==> config.mk <==
export PLATFORM = sky130hd
export DESIGN_NAME = booth_accumulator
export DESIGN_NICKNAME = d
export VERILOG_FILES = /design/src/rtl/booth_acc_pkg.sv /design/src/rtl/booth_acc_sat_add.sv /design/src/rtl/booth_accumulator.sv
export SDC_FILE = /design/constraint.sdc
export NUM_CORES = 1
export LEC_CHECK = 0
export CORE_UTILIZATION = 50
export CTS_BUF_LIST = sky130_fd_sc_hd__clkbuf_8
export DETAILED_ROUTE_END_ITERATION = 6
export GPL_TIMING_DRIVEN = 0
export PLACE_DENSITY = 0.9
export SETUP_SLACK_MARGIN = 0.4
export SYNTH_ARGS = -nofsm -noshare
export SYNTH_HDL_FRONTEND = slang
export SYNTH_SLANG_ARGS = --single-unit
==> constraint.sdc <==
create_clock -name clk -period 4.05 [get_ports clk]
set_clock_uncertainty 0.2 [all_clocks]
set_input_delay 1.0125 -clock clk [delete_from_list [all_inputs] [get_ports clk]]
set_output_delay 1.0125 -clock clk [all_outputs]
set_load 0.01 [all_outputs]
==> src/rtl/booth_acc_pkg.sv <==
// ---------------------------------------------------------------------------
// booth_acc_pkg
//
// Shared definitions for the Booth multiplier accumulator stage.
//
// Contents:
//   DEF_PROD_W / DEF_ACC_W / DEF_CNT_W   default product, accumulator and
//                                       term counter widths
//   acc_state_t                         sequence FSM states
//   SAT_MAX(acc_w) / SAT_MIN(acc_w)     signed clamp limits for an
//                                       accumulator of acc_w bits
//
// The saturation limits are only consumed when BOOTH_ACC_SAT_EN is defined,
// but they live here so any block can reason about the accumulator range.
// ---------------------------------------------------------------------------
package booth_acc_pkg;

    localparam int DEF_PROD_W = 16;
    localparam int DEF_ACC_W  = 24;
    localparam int DEF_CNT_W  = 8;

    // IDLE  : nothing accumulated yet (acc and count are zero)
    // ACCUM : at least one term has been folded into the accumulator
    // HOLD  : a finished result is being presented downstream
    typedef enum logic [1:0] {
        IDLE  = 2'd0,
        ACCUM = 2'd1,
        HOLD  = 2'd2
    } acc_state_t;

    // Largest positive value representable in acc_w signed bits.
    function automatic longint SAT_MAX(input int acc_w);
        return (longint'(1) <<< (acc_w - 1)) - longint'(1);
    endfunction

    // Most negative value representable in acc_w signed bits.
    function automatic longint SAT_MIN(input int acc_w);
        return -(longint'(1) <<< (acc_w - 1));
    endfunction

endpackage

==> src/rtl/booth_acc_sat_add.sv <==
// ---------------------------------------------------------------------------
// booth_acc_sat_add
//
// Combinational adder that folds one signed product into the running
// accumulator value.
//
// Configuration macro: BOOTH_ACC_SAT_EN
//   defined     - the sum is formed one bit wider than the accumulator; on
//                 signed overflow the result clamps to the positive or
//                 negative limit and 'overflow' is raised.
//   not defined - the sum wraps in two's complement and 'overflow' is 0,
//                 so nothing downstream ever records saturation.
//
// Ports:
//   acc       in   ACC_W   current accumulator (signed)
//   product   in   PROD_W  term to add (signed)
//   sum       out  ACC_W   next accumulator value
//   overflow  out  1       the sum was clamped this cycle
// ---------------------------------------------------------------------------
module booth_acc_sat_add
    import booth_acc_pkg::*;
#(
    parameter int PROD_W = DEF_PROD_W,
    parameter int ACC_W  = DEF_ACC_W
) (
    input  logic [ACC_W-1:0]  acc,
    input  logic [PROD_W-1:0] product,
    output logic [ACC_W-1:0]  sum,
    output logic              overflow
);

`ifdef BOOTH_ACC_SAT_EN

    localparam logic [ACC_W-1:0] SAT_HI = ACC_W'(SAT_MAX(ACC_W));
    localparam logic [ACC_W-1:0] SAT_LO = ACC_W'(SAT_MIN(ACC_W));

    logic [ACC_W:0] wide_sum;

    // One guard bit above the accumulator: the two top bits disagree exactly
    // when the true signed sum does not fit, and the guard bit then tells
    // which direction it left the range in.
    always_comb begin
        wide_sum = {acc[ACC_W-1], acc}
                 + {{(ACC_W + 1 - PROD_W){product[PROD_W-1]}}, product};
        overflow = wide_sum[ACC_W] ^ wide_sum[ACC_W-1];
        sum      = wide_sum[ACC_W-1:0];
        if (overflow) begin
            sum = wide_sum[ACC_W] ? SAT_LO : SAT_HI;
        end
    end

`else

    // Wrapping mode: the carry out of the top bit is simply discarded.
    always_comb begin
        sum      = acc + {{(ACC_W - PROD_W){product[PROD_W-1]}}, product};
        overflow = 1'b0;
    end

`endif

endmodule

==> src/rtl/booth_accumulator.sv <==
// ---------------------------------------------------------------------------
// booth_accumulator
//
// MAC back end for the signed Booth multiplier. Accepts a stream of signed
// products over a valid/ready handshake, sums them into a wide accumulator
// and, when a sequence terminates, holds the dot-product result until the
// consumer takes it.
//
// A sequence terminates on a term flagged in_last, or automatically when
// the term counter reaches its all-ones value (the counter never wraps).
//
// Configuration macro: BOOTH_ACC_SAT_EN (see booth_acc_sat_add). When it is
// not defined the accumulator wraps and sat_flag stays 0.
//
// Ports:
//   clk        in   1       rising-edge clock
//   reset_n    in   1       asynchronous active-low reset
//   product    in   PROD_W  signed term
//   in_valid   in   1       product carries a term
//   in_last    in   1       term closes the sequence (qualified by in_valid)
//   in_ready   out  1       a term is accepted this cycle if in_valid
//   clear      in   1       drop the sequence in progress (ignored in HOLD)
//   acc_out    out  ACC_W   signed accumulated value
//   term_cnt   out  CNT_W   number of terms folded into acc_out
//   sat_flag   out  1       clamping happened during this sequence
//   out_valid  out  1       acc_out/term_cnt/sat_flag hold a final result
//   out_ready  in   1       consumer takes the result
//
// ACC_W must be larger than PROD_W.
// ---------------------------------------------------------------------------
module booth_accumulator
    import booth_acc_pkg::*;
#(
    parameter int PROD_W = DEF_PROD_W,
    parameter int ACC_W  = DEF_ACC_W,
    parameter int CNT_W  = DEF_CNT_W
) (
    input  logic              clk,
    input  logic              reset_n,
    input  logic [PROD_W-1:0] product,
    input  logic              in_valid,
    input  logic              in_last,
    output logic              in_ready,
    input  logic              clear,
    output logic [ACC_W-1:0]  acc_out,
    output logic [CNT_W-1:0]  term_cnt,
    output logic              sat_flag,
    output logic              out_valid,
    input  logic              out_ready
);

    localparam logic [CNT_W-1:0] CNT_FULL = '1;

    acc_state_t       state_q;
    logic [ACC_W-1:0] acc_q;
    logic [CNT_W-1:0] cnt_q;
    logic             sat_q;
    logic             valid_q;

    logic             accept;
    logic [CNT_W-1:0] cnt_inc;
    logic             seq_done;
    logic [ACC_W-1:0] add_sum;
    logic             add_ovf;

    // in_ready depends only on the registered state and clear, so there is
    // never a combinational loop through the upstream valid or the
    // downstream ready.
    assign in_ready = (state_q != HOLD) && !clear;
    assign accept   = in_valid && in_ready;
    assign cnt_inc  = cnt_q + CNT_W'(1);

    // Stop on the flagged last term, or when this term fills the counter so
    // the next one can never push it past all-ones.
    assign seq_done = in_last || (cnt_inc == CNT_FULL);

    booth_acc_sat_add #(
        .PROD_W (PROD_W),
        .ACC_W  (ACC_W)
    ) u_sat_add (
        .acc      (acc_q),
        .product  (product),
        .sum      (add_sum),
        .overflow (add_ovf)
    );

    // Sequence FSM. Every visible output is a register here; out_valid is
    // set on the same edge that captures the closing term, so the result
    // and its valid appear together. In HOLD everything is frozen and clear
    // is deliberately ignored so a presented result can only leave through
    // the out_ready handshake (or reset).
    always_ff @(posedge clk or negedge reset_n) begin
        if (!reset_n) begin
            state_q <= IDLE;
            acc_q   <= '0;
            cnt_q   <= '0;
            sat_q   <= 1'b0;
            valid_q <= 1'b0;
        end else begin
            case (state_q)
                IDLE, ACCUM: begin
                    if (clear) begin
                        state_q <= IDLE;
                        acc_q   <= '0;
                        cnt_q   <= '0;
                        sat_q   <= 1'b0;
                        valid_q <= 1'b0;
                    end else if (accept) begin
                        acc_q <= add_sum;
                        cnt_q <= cnt_inc;
                        sat_q <= sat_q | add_ovf;
                        if (seq_done) begin
                            state_q <= HOLD;
                            valid_q <= 1'b1;
                        end else begin
                            state_q <= ACCUM;
                        end
                    end
                end
                HOLD: begin
                    if (out_ready) begin
                        state_q <= IDLE;
                        acc_q   <= '0;
                        cnt_q   <= '0;
                        sat_q   <= 1'b0;
                        valid_q <= 1'b0;
                    end
                end
                default: begin
                    state_q <= IDLE;
                    acc_q   <= '0;
                    cnt_q   <= '0;
                    sat_q   <= 1'b0;
                    valid_q <= 1'b0;
                end
            endcase
        end
    end

    assign acc_out   = acc_q;
    assign term_cnt  = cnt_q;
    assign sat_flag  = sat_q;
    assign out_valid = valid_q;

endmodule
==> results.md <==
- Syn Area/Cell: 8.767 um^2
- Global route overflow: 0
- Critical path arrival: 3540 ps
- Clk_lat worst skew: 300 ps
- Layout cells sized above 1: 9.920%
- Slew headroom: 46.78%
- Fin nets: 420
- Switching share of power: 38.07%
- Hold_buf cts: 0
- IO Count: 57
- Achievable Freq: 283.6 MHz
- Commonest cells after routing, fill and taps aside: 51 x clkdlybuf4s50_1, 42 x nand2_1, 37 x o21ai_0
- CP max stage cell: ha_1
- WP depth: 10
- RR Endpoint: acc_out[20]
- Tcrit/Tclk final: 87.06%
- Int Pwr: 980.9 uW
- Num CTS Buffers: 5
- Filler cells: 417
- Critical path type: in -> reg
- Routed len/inst: 15.87 um
- Slew @ Worst Pin: 798.3 ps
- Gpl congestion: 0.8606
- Initial DRC Count: 149
- Number of global-route vias before repair: 2497
- Fin util: 68.74%
- Launch point of the worst path: product[2]
- Syn_nets: 352
- Drt first pass iters: 4
- Compound-gate portion of the synthesized area: 30.33%
- Vias per std cell: 5.887
- Hold Vio Cnt, Final: 0
- Status: completed
- First-pass GRT wire length: 11.21 mm
- Crit path cell chain: clkdlybuf4s50_1 -> ha_1 -> o21ai_1 -> or3_4 -> a31oi_4 -> a221oi_2 -> o21bai_1 -> a41oi_1 -> xor2_1 -> o31ai_1
- Synth cell types: 51
- Reg area: 875.8 um^2
- RSZ-0062 raised after global routing: false
- CP peak stage delay: 430 ps
- Register share of total power: 29.6%
- CP delay by family, top: compound AO/OA/AOI/OAI gates
- Hold WC Path Type: reg -> reg
- Std-Cell Rows: 26
- H-tree depth: 2
- Ant diodes: 0
- Sequential-to-total area share from yosys stat: 32.86%
- CTS max path bufs: 2
- Post-route setup TNS: 0 ps
- DP HPWL: 4.919 mm
- Commonest non-fill, non-tap cell in the layout: clkdlybuf4s50_1
- Crit Path Max Fanout: 5
- PwrDens: 451.1 mW/mm^2
- CTS sink cnt: 35
- R2r setup slk: 1130 ps
- Largest net degree at the start of global routing: 36
- DRT Wirelength: 7.032 mm
- Placed cells: 429
- Multiplexer area fraction after synthesis: 0%
- DP Area: 0.003298 mm^2
- Most used DFF post-synth: dfrtp_1
- Die Ht: 75.01 um
- Psw: 603.0 uW
- Synth-to-Final Area Change: 31.74%
- Comb pwr share: 49.2%
- Async SR Flop Fraction: 100.0%
- Post-route insts no fill: 443
- Post-Syn Instances: 304
- Total track usage: 26.62%
- Xor/xnor share of the synthesized area: 6.573%
- Critical Path Sink: acc_out[21]
- Clock network power share: 21.2%
- Area occupied by multi-input gates: 0.001768 mm^2
- Port bufs: 55
- Warnings, synthesis: 0
- CTS tree: done
- DRT antenna net count: 0
- Final setup vio count: 0
- CP Launch Type: primary input
- Max-capacitance violation count: 0
- Crit. End Element: flip-flop
- Clock-pin transition on the worst setup and hold timing paths: 80 ps
- CTS Root Cell: clkbuf_8
- Routed vias: 2608
- Initial Util: 52.18%
- Post-synthesis adder-cell area fraction: 12.49%
- Syn Std Cell Area: 0.002665 mm^2
- CORE AREA: 0.005107 mm^2
- Register bit total from synthesis: 35
- Die ar.: 0.005626 mm^2
- Tmin final: 3526 ps
- Fin area: 0.003511 mm^2
- Worst Reg2Reg Path Length in Cells: 10
- Pwr Total: 1.584 mW
- WP buf/inv: 1
- Slew Limit Fails: 0
- DIE WIDTH: 75.01 um
- WP data required: 4060 ps
- Post-synth EDFFs: 0
- Largest family of logic cells by synthesized area: compound AO/OA/AOI/OAI gates
- RR Startpoint: acc_out[0]
- Residual DRC: 0
- P_leak: 1.597 nW
- Worst VDD drop: 0.2793 mV
- Initial antenna violation count: 0
- Simple-gate share of the synthesized area: 15.07%
## final cells by class
class | count | area share [%]
sequential | 35 | 24.95
multi-input combinational | 252 | 50.36
clock buffer | 6 | 2.352
clock inverter | 2 | 0.9979
tap | 70 | 2.495
buffer | 10 | 1.176
timing repair buffer | 61 | 16.93
inverter | 7 | 0.7484
## cells by family (layout without fill, tap and decap cells)
group	Yosys count	after routing
compound gates	118	118
simple gates	87	87
flops	35	35
fa+ha+maj	26	26
xor+xnor	20	20
buf+inv	17	86
other cells	1	1
## layer usage
metal | global-route usage [%] | wire (um) | vias to the layer above
met1 | 32.35 | 2886 | 1227
met5 | 0 | 0 | -
met2 | 44.84 | 3523 | 101
met4 | 14.47 | 185 | 0
li1 | - | - | 1260
met3 | 4.819 | 436 | 20
## how the worst min path moves through the flow
stage	depth (start not counted)	slack [ps]	to	startpoint
CTS	1	300	out_valid	out_valid
detailed placement	1	280	out_valid	out_valid
floorplan	1	300	state_q[0]	state_q[0]
global route	1	310	out_valid	out_valid
finish	1	300	out_valid	out_valid
global placement	1	280	out_valid	out_valid
## flip-flops by register name, indices dropped and copies added (netlist names)
register	flops
out_valid	1
acc_out	24
term_cnt	8
state_q	2
## Yosys cell counts, types with 3 or more instances
| cell | n | area share [%] |
|---|---|---|
| nand2_1 | 42 | 5.9 |
| o21ai_0 | 38 | 7.1 |
| dfrtp_1 | 35 | 33 |
| ha_1 | 25 | 12 |
| a21oi_1 | 17 | 3.2 |
| nor2_1 | 16 | 2.3 |
| a21o_1 | 12 | 3.4 |
| xor2_1 | 12 | 3.9 |
| clkbuf_1 | 9 | 1.3 |
| xnor2_1 | 8 | 2.6 |
| inv_1 | 7 | 0.99 |
| o31ai_1 | 7 | 2.0 |
| a211oi_1 | 6 | 1.7 |
| and3_1 | 5 | 1.2 |
| a31oi_1 | 4 | 0.94 |
| nand3_1 | 4 | 0.75 |
| nand4_1 | 4 | 0.94 |
| o21bai_1 | 4 | 1.1 |
| a21boi_0 | 3 | 0.85 |
| nand2b_1 | 3 | 0.70 |
| nor3_1 | 3 | 0.56 |
| o21ai_1 | 3 | 0.56 |
## power groups by stage
stage	Combinational, mW	Sequential [mW]	Clock (mW)
global placement	0.700	0.471	0
finish	0.779	0.470	0.336
CTS	0.752	0.468	0.337
detailed placement	0.723	0.473	0
floorplan	0.452	0.489	0
global route	0.856	0.477	0.352
## what timing repair did
action | in CTS | in global routing
endpoints found under the setup margin | 6 | 5
pin swaps | 7 | 9
resized for setup | 8 | 5
setup buffers | 2 | 4
## worst reg2reg max path, cell delays in order (launching register included)
cell and delay (ps):
dfrtp_1 420, ha_2 200, fa_2 380, a211oi_4 250, o21bai_2 120, o211a_1 260
o31ai_4 300, a21oi_2 120, a221oi_2 290, xor2_1 180, o21ai_1 70
## stage by stage
| stage | hold slack, ps | setup slack [ps] |
|---|---|---|
| 3_5_place_dp | 280.4 | -93.22 |
| 2_1_floorplan | 296.6 | 579.2 |
| 4_1_cts | 296.0 | 375.1 |
| 5_1_grt | 311.3 | 396.5 |
| 3_3_place_gp | 280.5 | -101.0 |
| 6_report | 295.3 | 524.1 |
No activity file was read; power rests on OpenSTA's default activity.
